<file path="src/rtl/seg_scan_pkg.sv">
// Shared types and constants for the two-digit seven-segment scanner.
// Encodings match the upstream two-digit decoder's segment bus.
package seg_scan_pkg;

    typedef enum logic [1:0] {
        BLANK_H = 2'd0,
        SHOW_H  = 2'd1,
        BLANK_L = 2'd2,
        SHOW_L  = 2'd3
    } state_e;

    localparam logic [1:0] DIG_NONE = 2'b00;
    localparam logic [1:0] DIG_H    = 2'b10;
    localparam logic [1:0] DIG_L    = 2'b01;

    localparam logic [7:0] SEG_ZERO = 8'b0011_1111;

    // Decimal point is ignored so "0." is still treated as a leading zero.
    function automatic logic seg_is_zero(input logic [7:0] seg);
        return seg[6:0] == SEG_ZERO[6:0];
    endfunction

endpackage

</file>
<file path="src/rtl/seg_scan.sv">
// Time-multiplexed two-digit seven-segment scanner with blanking gaps.
// Define SEG_SCAN_LZ_EN to suppress a leading zero on the tens digit.
module seg_scan
    import seg_scan_pkg::*;
#(
    parameter int unsigned DWELL = 50000,
    parameter int unsigned BLANK = 500
) (
    input  logic       clk,
    input  logic       rst_n,
    input  logic       en,
    input  logic [7:0] segH,
    input  logic [7:0] segL,
    output logic [7:0] seg_out,
    output logic [1:0] dig_sel,
    output logic       frame_tick
);

    localparam int unsigned CNT_MAX = (DWELL > BLANK) ? DWELL : BLANK;
    localparam int unsigned CW      = $clog2(CNT_MAX + 1);

    localparam logic [CW-1:0] LOAD_BLANK = CW'(BLANK - 1);
    localparam logic [CW-1:0] LOAD_SHOW  = CW'(DWELL - 1);

    state_e          state_q, state_d;
    logic [CW-1:0]   cnt_q, cnt_d;
    logic [7:0]      sh_h_q, sh_h_d;
    logic [7:0]      sh_l_q, sh_l_d;
    logic [7:0]      h_pattern;
    logic [7:0]      seg_d;
    logic [1:0]      dig_d;
    logic            tick_d;

    // Next-state, reload and frame capture.
    always_comb begin
        state_d = state_q;
        cnt_d   = cnt_q;
        sh_h_d  = sh_h_q;
        sh_l_d  = sh_l_q;
        if (!en) begin
            state_d = BLANK_H;
            cnt_d   = LOAD_BLANK;
        end else if (cnt_q == '0) begin
            case (state_q)
                BLANK_H: begin
                    state_d = SHOW_H;
                    cnt_d   = LOAD_SHOW;
                    sh_h_d  = segH;
                    sh_l_d  = segL;
                end
                SHOW_H: begin
                    state_d = BLANK_L;
                    cnt_d   = LOAD_BLANK;
                end
                BLANK_L: begin
                    state_d = SHOW_L;
                    cnt_d   = LOAD_SHOW;
                end
                SHOW_L: begin
                    state_d = BLANK_H;
                    cnt_d   = LOAD_BLANK;
                end
                default: begin
                    state_d = BLANK_H;
                    cnt_d   = LOAD_BLANK;
                end
            endcase
        end else begin
            cnt_d = cnt_q - 1'b1;
        end
    end

    always_comb begin
`ifdef SEG_SCAN_LZ_EN
        h_pattern = seg_is_zero(sh_h_d) ? 8'h00 : sh_h_d;
`else
        h_pattern = sh_h_d;
`endif
    end

    // Outputs are decoded from the next state so they register on the same edge.
    always_comb begin
        seg_d  = 8'h00;
        dig_d  = DIG_NONE;
        tick_d = 1'b0;
        if (en) begin
            case (state_d)
                SHOW_H: begin
                    seg_d  = h_pattern;
                    dig_d  = DIG_H;
                    tick_d = (state_q == BLANK_H);
                end
                SHOW_L: begin
                    seg_d = sh_l_d;
                    dig_d = DIG_L;
                end
                default: begin
                    seg_d = 8'h00;
                    dig_d = DIG_NONE;
                end
            endcase
        end
    end

    always_ff @(posedge clk or negedge rst_n) begin
        if (!rst_n) begin
            state_q    <= BLANK_H;
            cnt_q      <= LOAD_BLANK;
            sh_h_q     <= 8'h00;
            sh_l_q     <= 8'h00;
            seg_out    <= 8'h00;
            dig_sel    <= DIG_NONE;
            frame_tick <= 1'b0;
        end else begin
            state_q    <= state_d;
            cnt_q      <= cnt_d;
            sh_h_q     <= sh_h_d;
            sh_l_q     <= sh_l_d;
            seg_out    <= seg_d;
            dig_sel    <= dig_d;
            frame_tick <= tick_d;
        end
    end

endmodule

</file>
<file path="config.mk">
export PLATFORM = sky130hd
export DESIGN_NAME = seg_scan
export DESIGN_NICKNAME = d
export VERILOG_FILES = /design/src/rtl/seg_scan_pkg.sv /design/src/rtl/seg_scan.sv
export SDC_FILE = /design/constraint.sdc
export NUM_CORES = 1
export LEC_CHECK = 0
export CORE_ASPECT_RATIO = 1.25
export CORE_MARGIN = 1
export CORE_UTILIZATION = 32
export DETAILED_ROUTE_END_ITERATION = 8
export PLACE_DENSITY = 0.5
export SLEW_MARGIN = 30
export SYNTH_ARGS = -nofsm -noshare
export SYNTH_HDL_FRONTEND = slang
export SYNTH_SLANG_ARGS = --single-unit
</file>
<file path="constraint.sdc">
create_clock -name clk -period 2.83 [get_ports clk]
set_input_delay 0.4245 -clock clk [delete_from_list [all_inputs] [get_ports clk]]
set_output_delay 0.4245 -clock clk [all_outputs]
set_load 0.01 [all_outputs]
</file>
; ---- Word-level counts from Yosys, hierarchy flattened
; Cells that the tools add are included.
[totals]
inputBits = 19
ff_bits = 45
[op_classes]
muxes = 18
reduce_logical = 4
addsub = 1
n_eq_ne = 5
[ops]
columns = operator, count
row1 = 2-to-1 mux 8 bit, 7
row2 = 2-to-1 mux 16 bit, 2
row3 = case mux 16 bit (2 select lines), 1
row4 = zero test 16 bit, 1
row5 = case mux 8 bit (2 select lines), 1
row6 = subtractor 16 x 1 -> 16 bit (second input constant), 1
row7 = case mux 2 bit (4 select lines), 1
row8 = equality test 2 bit (second input constant), 3
row9 = 2-to-1 mux 2 bit, 3
row10 = equality test 2 x 1 -> 1 bit (second input constant), 2
row11 = case mux 2 bit (2 select lines), 1
row12 = OR reduction 2 bit, 2
row13 = zero test 2 bit, 1
row14 = 2-to-1 mux 1 bit, 2

; ---- Longest topological paths before layout
; Gate-level depths: netlist of the first run.
[logic_depth]
ltp_word = 7
ltp_mapped = 9

; ---- Worst setup path after synthesis of the first run
; Ideal clock, no wire load.
[synth_timing]
path_type = reg-to-reg
startpoint = reg cnt_q[10]
endpoint = reg seg_out[5]
t_arrival_ps = 2153
path_slack_ps = 542
synth_period_minus_slack_ps = 2288
stages_incl_launch_ff = 8
required_ps = 2695
setup_time_ps = 135
cell_sequence = dfrtp_1 or4_4 nor4_4 and3_1 buf_6 buf_12 mux2i_1 o22ai_1
[synth_between]
elab_chain_len = 6
elab_cells_between_ends = 11
classes_between = eq/ne (2) / mux (8) / reduce/logical (1)
[synth_rtl]
columns = element, line_no
row1 = start: declaration, seg_scan.sv:26  ; logic [CW-1:0] cnt_q, cnt_d;
row2 = start signal: assignment, seg_scan.sv:116  ; cnt_q <= cnt_d;
row3 = zero test 16 bit *, seg_scan.sv:43  ; end else if (cnt_q == '0) begin
row4 = 2-to-1 mux 2 bit, seg_scan.sv:43
row5 = 2-to-1 mux 2 bit, seg_scan.sv:40  ; if (!en) begin
row6 = equality test 2 bit or equality test 2 x 1 -> 1 bit (tied branches), seg_scan.sv:87  ; case (state_d)
row7 = case mux 8 bit (2 select lines) *, seg_scan.sv:87
row8 = 2-to-1 mux 8 bit *, seg_scan.sv:86  ; if (en) begin
row9 = net seg_d[5], seg_scan.sv:30  ; logic [7:0] seg_d;
row10 = end signal: assignment, seg_scan.sv:119  ; seg_out <= seg_d;
row11 = end: declaration, seg_scan.sv:14  ; output logic [7:0] seg_out,
; The timed path passes the listed nets; every way through them passes the cells marked *.

; ---- Final worst setup path of the first run
[layout_timing]
startpoint = reg cnt_q[9]
endpoint = reg seg_out[3]
; The elaborated chain is that of the path after synthesis.

==> results.py, run 1 <==
metrics = {
    "setup_path": {
        "crit_type": "flip-flop to flip-flop",
        "slowest_stage": "or4_1",
        "crit_path_end_kind": "flip-flop",
        "cp-start-kind": "flip-flop",
        "cp.required_ns": 3.03,
        "critPathMaxStageDelay_ns": 0.57,
        "crit_arrival_ns": 2.52,
        "crit_fanout": 9,
        "path_cells": "or4_1 -> nor4_4 -> buf_4 -> mux2i_1 -> nand2_1 -> o22ai_1",
    },
    "route": {
        "drt-initial-drc-count": 104,
        "ant_nets": 0,
        "routed_wl_um": 3830,
        "dr.pass1.iters": 4,
        "vias_per_cell": 4.49,
        "drt-wirelength-per-cell_um": 12.9,
        "drcViolationCount": 0,
        "via_count": 1338,
    },
    "layout": {
        "fill_cells": 620,
        "utilization_pct": 40.6,
        "antenna-diode-count": 0,
        "final_cell_area_um2": 2490,
        "multi_input_area_um2": 771,
        "area_growth_pct": 23.0,
        "ff_latch_area_um2": 1130,
        "drive_above_1_share_pct": 10.8,
        "nNetsFinal": 237,
    },
    "global_route": {
        "grt_pass1_wl_um": 6750,
        "antenna_found_initial": 0,
        "gr-usage-all-layers_pct": 13.1,
        "overflow": 0,
        "grt_pass1_vias": 1417,
        "grt_start_max_net_pins": 45,
    },
    "yosys": {
        "netlist_area_um2": 2020,
        "ys_ff_latch": 45,
        "synthArstFlopShare_pct": 100,
        "synth_fp_nets": 201,
        "yosysUniqueCellTypes": 36,
        "avgSynthCellArea_um2": 11.5,
        "syn_inst": 176,
        "ys_seq_area_share_pct": 56.1,
        "synth_edf_count": 0,
        "synth_ff_type": "dfrtp_1",
        "ys.warnings.count": 0,
    },
    "placed_design": {
        "place.gp.congestion": 0.771,
        "dpl_cell_area_um2": 2400,
        "numPortBuffers": 29,
        "dp_hpwl_um": 2650,
    },
    "power_and_ir_drop": {
        "vdd_drop_max_uv": 309,
        "p_clk_share_pct": 34.8,
        "p_per_area_nw_per_um2": 443,
        "power.switching_uw": 244,
        "total_power_uw": 1100,
        "p_int_uw": 858,
        "power_frac_comb_pct": 5.7,
        "swShare_pct": 22.2,
        "seqPwrFrac_pct": 59.5,
        "power_leakage_uw": 0.00117,
    },
    "timing": {
        "finalClockSkew_ns": 0.00204,
        "finalMaxSlewViolations": 0,
        "hold_slack_ns": 0.117,
        "rsz0062_at_grt": "false",
        "tns_ns": 0,
        "fmax_mhz": 431,
        "fin_crit_sh_pct": 81.9,
        "relSlewSlack_pct": 61.6,
        "finalHoldViolCount": 0,
        "tightest_slew_ns": 0.575,
        "finalSetupViolCount": 0,
        "period_minus_slack_ns": 2.32,
    },
    "die": {
        "num_io_pins": 30,
        "die_h_um": 90.9,
        "start_util_pct": 33.0,
        "dieArea_um2": 6650,
        "num_rows": 32,
        "die_x_um": 73.1,
        "core_um2": 6130,
    },
    "status": {
        "status": "finished clean",
    },
    "clock_tree": {
        "cts_inserted_buffers": 5,
        "cts_tree": "yes",
        "post-cts-setup-buffers": 0,
        "clk_path_buf_depth": 2,
        "cts_hold_buffers": 0,
        "clk_latency_ns": 0.29,
        "cts_root_buf": "clkbuf_8",
        "htreeDepth": 2,
        "clock-sinks": 45,
        "path_clk_slew_ns": 0.08,
        "post_cts_resize_count": 0,
    },
    "hold_path": {
        "hold_path.class": "input pin to async pin",
    },
    "run": {
        "drv_cap": 0,
    },
}
-- cell families (layout without fill, tap and decap cells) --
group                    count (synthesis)  count (layout)  synth area share, %
XOR/XNOR                                12              12                 5.19
multiplexers                            19              19                 9.46
AND/OR/NAND/NOR                         48              48                 13.1
adder cells (fa/ha/maj)                  6               6                 3.71
AO/OA/AOI/OAI                           21              21                 6.62
buffers and inverters                   25              62                 5.81
flip-flops                              45              45                 56.1
-- Yosys cell counts (2+ instances only) --
cell      count  area share, %
o22ai_1       8            2.5
dfrtp_1      38             47
o21ai_0       2           0.49
a21o_1        3            1.1
nand3b_1      2           0.74
dfstp_2       7            9.1
nand4_1       2           0.62
ha_1          6            3.7
xor2_1        4            1.7
a21oi_1       4           0.99
nor3_1        4           0.99
inv_1        22            4.1
nand2_1      14            2.6
nor2_1       12            2.2
and3_1        2           0.62
mux2i_1      18            8.9
xnor2_1       8            3.5
or4_4         2            1.1
-- worst max-delay path: cells and delay by family (launching register included) --
| family | cells | cell delay (ns) |
|---|---|---|
| and+or+nand+nor | 3 | 1.15 |
| DFF | 1 | 0.40 |
| AOI/OAI and AO/OA | 1 | 0.25 |
| muxes | 1 | 0.23 |
| buffers and inverters | 1 | 0.20 |
-- final cells by class --
| class | instances | share of cell area, % |
|---|---|---|
| multi-input cells | 106 | 31.0 |
| clock inverters | 1 | 0.302 |
| clock buffers | 7 | 3.07 |
| well taps | 85 | 4.27 |
| inverters | 22 | 3.32 |
| repair buffers | 32 | 12.5 |
| flip-flops and latches | 45 | 45.6 |
-- through the flow --
| step | worst slack (ns) | std cells |
|---|---|---|
| finish | 0.512 | 298 |
| floorplan | 0.542 | 176 |
| CTS | 0.453 | 298 |
| global route | 0.312 | 298 |
| global placement | 0.483 | 290 |
| detailed placement | 0.475 | 290 |
-- power groups by stage --
stage / registers [uW] / clock network (uW) / logic, uW
after floorplan: 667 / 0 / 21.1
after global placement: 669 / 0 / 65.1
after detailed placement: 669 / 0 / 64.6
after CTS: 656 / 408 / 64.9
after global routing: 658 / 426 / 71.4
final: 656 / 383 / 63.2
-- layer usage --
layer	part of all wire [%]	track usage, %	up-vias
met3	4.5	3.91	4
met5	0	0	-
met1	48	18.4	641
li1	-	-	662
met4	0.65	3.43	0
met2	47	19.7	31
-- placed cells by master, fill, tap and decap left out --
master and n:
and3_1 2, nor4b_1 1, clkbuf_8 5, and2_1 1
nand2_1 14, xnor2_1 8, clkdlybuf4s50_1 28, nor4_4 1
or3_1 1, xor2_1 4, nand3b_1 2, or4_1 1
nand4_1 2, and2b_2 1, dfstp_2 7, ha_1 6
inv_1 22, clkinvlp_4 1, nor2_1 12, buf_4 4
a21oi_1 4, o22ai_1 8, a21o_1 3, o31ai_1 1
o311a_1 1, nor2b_1 1, nor4_1 1, dfrtp_1 38
o21ai_0 2, or4_4 2, mux2i_1 18, nand3_1 1
mux2_2 1, a31oi_1 1, or3b_2 1, o21bai_1 1
clkbuf_1 2, nor3_1 4
-- registers in the layout, summed over array words and instances (netlist names) --
signal      flops
cnt_q          16
dig_sel         2
frame_tick      1
seg_out         8
sh_h_q          8
sh_l_q          8
state_q         2
-- worst paths after layout --
path	cells past startpoint	slack, ns	from	to
min	1	0.12	rst_n	cnt_q[3]$_DFF_PN0_
max reg2reg	6	0.51	cnt_q[9]$_DFF_PN0_	seg_out[3]$_DFF_PN0_
max	6	0.51	cnt_q[9]$_DFF_PN0_	seg_out[3]$_DFF_PN0_
min in group clk	1	0.47	cnt_q[0]$_DFF_PN1_	cnt_q[0]$_DFF_PN1_
min reg2reg	1	0.47	cnt_q[0]$_DFF_PN1_	cnt_q[0]$_DFF_PN1_
max in group asynchronous	2	2.15	rst_n	cnt_q[8]$_DFF_PN1_
Note: power is estimated with default switching activity, not from simulation.
==> inputs of run 2 (changes only) <==
--- a/config.mk
+++ b/config.mk
@@ -9,7 +9,7 @@
 export CORE_MARGIN = 1
 export CORE_UTILIZATION = 32
 export DETAILED_ROUTE_END_ITERATION = 8
-export PLACE_DENSITY = 0.5
+export PLACE_DENSITY = 0.52
 export SLEW_MARGIN = 30
 export SYNTH_ARGS = -nofsm -noshare
 export SYNTH_HDL_FRONTEND = slang
==> constraint.sdc (replaced) <==
create_clock -name clk -period 1.87 [get_ports clk]
set_input_delay 0.2805 -clock clk [delete_from_list [all_inputs] [get_ports clk]]
set_output_delay 0.2805 -clock clk [all_outputs]
set_load 0.01 [all_outputs]
==> results.py, run 2 (synthesized netlist as in run 1, its figures left out) <==
metrics = {
    "setup_path": {
        "crit_arrival_ns": 2.36,
        "cp-start-kind": "flip-flop",
        "crit_type": "flip-flop to flip-flop",
        "path_buf_inv": 1,
        "cp.required_ns": 2.04,
        "r2r-start": "cnt_q[8]$_DFF_PN1_",
        "critPathMaxStageDelay_ns": 0.55,
        "worstRegToRegCells": 6,
        "crit_fanout": 8,
        "r2r_setup_slack_ns": -0.31,
        "cp_top_family": "simple AND/OR/NAND/NOR gates",
        "path_cells": "or4_4 -> nor4_4 -> and3_4 -> clkbuf_16 -> mux2i_4 -> o22ai_1",
        "r2r-end": "seg_out[2]$_DFF_PN0_",
        "startpoint": "cnt_q[8]$_DFF_PN1_",
        "crit_path_end_kind": "flip-flop",
        "slowest_stage": "or4_4",
    },
    "hold_path": {
        "hold_path.class": "input pin to async pin",
    },
    "route": {
        "drt-wirelength-per-cell_um": 13.5,
        "routed_wl_um": 4570,
        "via_count": 1498,
        "drcViolationCount": 0,
        "vias_per_cell": 4.43,
        "drt-initial-drc-count": 25,
        "dr.pass1.iters": 3,
        "ant_nets": 0,
    },
    "timing": {
        "tns_ns": -8.01,
        "finalHoldViolCount": 0,
        "period_minus_slack_ns": 2.18,
        "setup_ws_ns": -0.313,
        "fin_crit_sh_pct": 117,
        "finalMaxSlewViolations": 0,
        "fmax_mhz": 458,
        "finalClockSkew_ns": 0.00521,
        "rsz0062_at_grt": "true",
        "tightest_slew_ns": 0.475,
        "relSlewSlack_pct": 68.3,
        "finalSetupViolCount": 41,
    },
    "power_and_ir_drop": {
        "power_leakage_uw": 0.00143,
        "total_power_uw": 1720,
        "p_per_area_nw_per_um2": 563,
        "vdd_drop_max_uv": 382,
    },
    "layout": {
        "area_growth_pct": 51.2,
        "final_cell_mix": "dfrtp_1, buf_4, clkdlybuf4s50_1",
        "nNetsFinal": 277,
        "multi_input_area_um2": 997,
        "drive_above_1_share_pct": 37.5,
        "largest_reg_flops": 16,
        "ff_latch_area_um2": 1130,
        "final_cells": 338,
        "final_common_cell": "dfrtp_1",
        "regMostFlops": "cnt_q",
        "antenna-diode-count": 0,
        "fill_cells": 565,
    },
    "status": {
        "status": "finished with violations",
        "violations": "setup timing",
    },
    "die": {
        "die_h_um": 90.9,
        "num_rows": 32,
        "dieArea_um2": 6650,
        "core_um2": 6130,
        "num_io_pins": 30,
        "start_util_pct": 33.0,
        "die_x_um": 73.1,
    },
    "placed_design": {
        "numPortBuffers": 29,
        "dp.cells": 322,
        "dp_hpwl_um": 3150,
        "place.gp.congestion": 0.789,
    },
    "clock_tree": {
        "path_clk_slew_ns": 0.08,
        "cts_tree": "yes",
        "clk_path_buf_depth": 2,
        "clock-sinks": 45,
        "htreeDepth": 2,
        "cts_root_buf": "clkbuf_8",
        "cts_inserted_buffers": 5,
        "clk_latency_ns": 0.29,
    },
    "run": {
        "drv_cap": 0,
    },
    "global_route": {
        "grt_start_max_net_pins": 20,
        "grt_pass1_wl_um": 7420,
        "overflow": 0,
        "grt_pass1_vias": 1577,
        "antenna_found_initial": 0,
        "gr-usage-all-layers_pct": 14.6,
    },
}
## run 2: cell count changes in the layout (fill, tap and decap cells not counted), moves of 4 or more
cell / before / now
mux2i_4: 0 / 9
nand2_1: 14 / 9
buf_6: 0 / 6
nand2_2: 0 / 5
buf_4: 4 / 33
a21oi_2: 0 / 4
a21oi_1: 4 / 0
mux2i_2: 0 / 4
mux2i_1: 18 / 5
## run 2: stage by stage
| step | util (%) | hold WS [ns] | instance area, um2 | worst slack, ns |
|---|---|---|---|---|
| 4_1_cts | 46.4 | 0.484 | 2840 | -0.296 |
| 3_3_place_gp | 43.8 | 0.262 | 2680 | -0.327 |
| 5_1_grt | 49.9 | 0.508 | 3060 | -0.375 |
| 6_report | 49.9 | 0.480 | 3060 | -0.313 |
| 2_1_floorplan | - | -0.0151 | 2050 | -0.399 |
| 3_5_place_dp | 43.8 | 0.264 | 2680 | -0.336 |
## run 2: layout make-up
cell class	count	area share, %
Sequential cell	45	37.1
Multi-Input combinational cell	107	32.6
Inverter	22	2.70
Timing Repair Buffer	71	21.4
Clock inverter	2	0.327
Tap cell	85	3.48
Clock buffer	6	2.37
## run 2: report_power, final
group	internal [uW]	switching, uW	total [uW]
Combinational	82.8	69.5	152
Sequential	984	4.49	989
Clock	259	322	582
Total	1330	396	1720
## run 2: metal layers
metal  wire length, um  global-route usage, %  up-vias  part of all wire, %
li1                  -                      -      744                    -
met1              1950                   19.2      720                   43
met2              2430                   24.5       26                   53
met3               121                   2.46        8                  2.6
met4                69                   3.92        0                  1.5
met5                 0                      0        -                    0
## run 2: worst register-to-register path, delay by kind of cell (launching register included)
kind / cells / cell delay, ns
buffers and inverters: 1 / 0.20
flip-flops: 1 / 0.38
multiplexers: 1 / 0.24
AO/OA/AOI/OAI: 1 / 0.10
AND/OR/NAND/NOR: 3 / 1.16
## run 2: repair_timing
item / CTS / global route
endpoints found under the hold margin: 14 / 0
buffers inserted: 2 / 3
gates cloned: 1 / 1
setup endpoints to repair: 40 / 45
resized for setup: 12 / 36
pin swaps: 7 / 8
hold buffers: 1 / 0
## run 2: how the worst max path moves through the flow
| stage | to | slack, ns | cells after the start |
|---|---|---|---|
| floorplan | seg_out[5]$_DFF_PN0_ | -0.40 | 7 |
| global placement | seg_out[6]$_DFF_PN0_ | -0.33 | 6 |
| detailed placement | seg_out[6]$_DFF_PN0_ | -0.34 | 8 |
| CTS | seg_out[6]$_DFF_PN0_ | -0.30 | 6 |
| global route | seg_out[0]$_DFF_PN0_ | -0.38 | 6 |
| finish | seg_out[2]$_DFF_PN0_ | -0.31 | 6 |
==> inputs of run 3 (changes only) <==
--- a/config.mk
+++ b/config.mk
@@ -10,7 +10,7 @@
 export CORE_UTILIZATION = 32
 export DETAILED_ROUTE_END_ITERATION = 8
 export PLACE_DENSITY = 0.52
-export SLEW_MARGIN = 30
+export SLEW_MARGIN = 20
 export SYNTH_ARGS = -nofsm -noshare
 export SYNTH_HDL_FRONTEND = slang
 export SYNTH_SLANG_ARGS = --single-unit
==> results of run 3 <==
Final layout, timing and power as in run 2 (identical DEF).
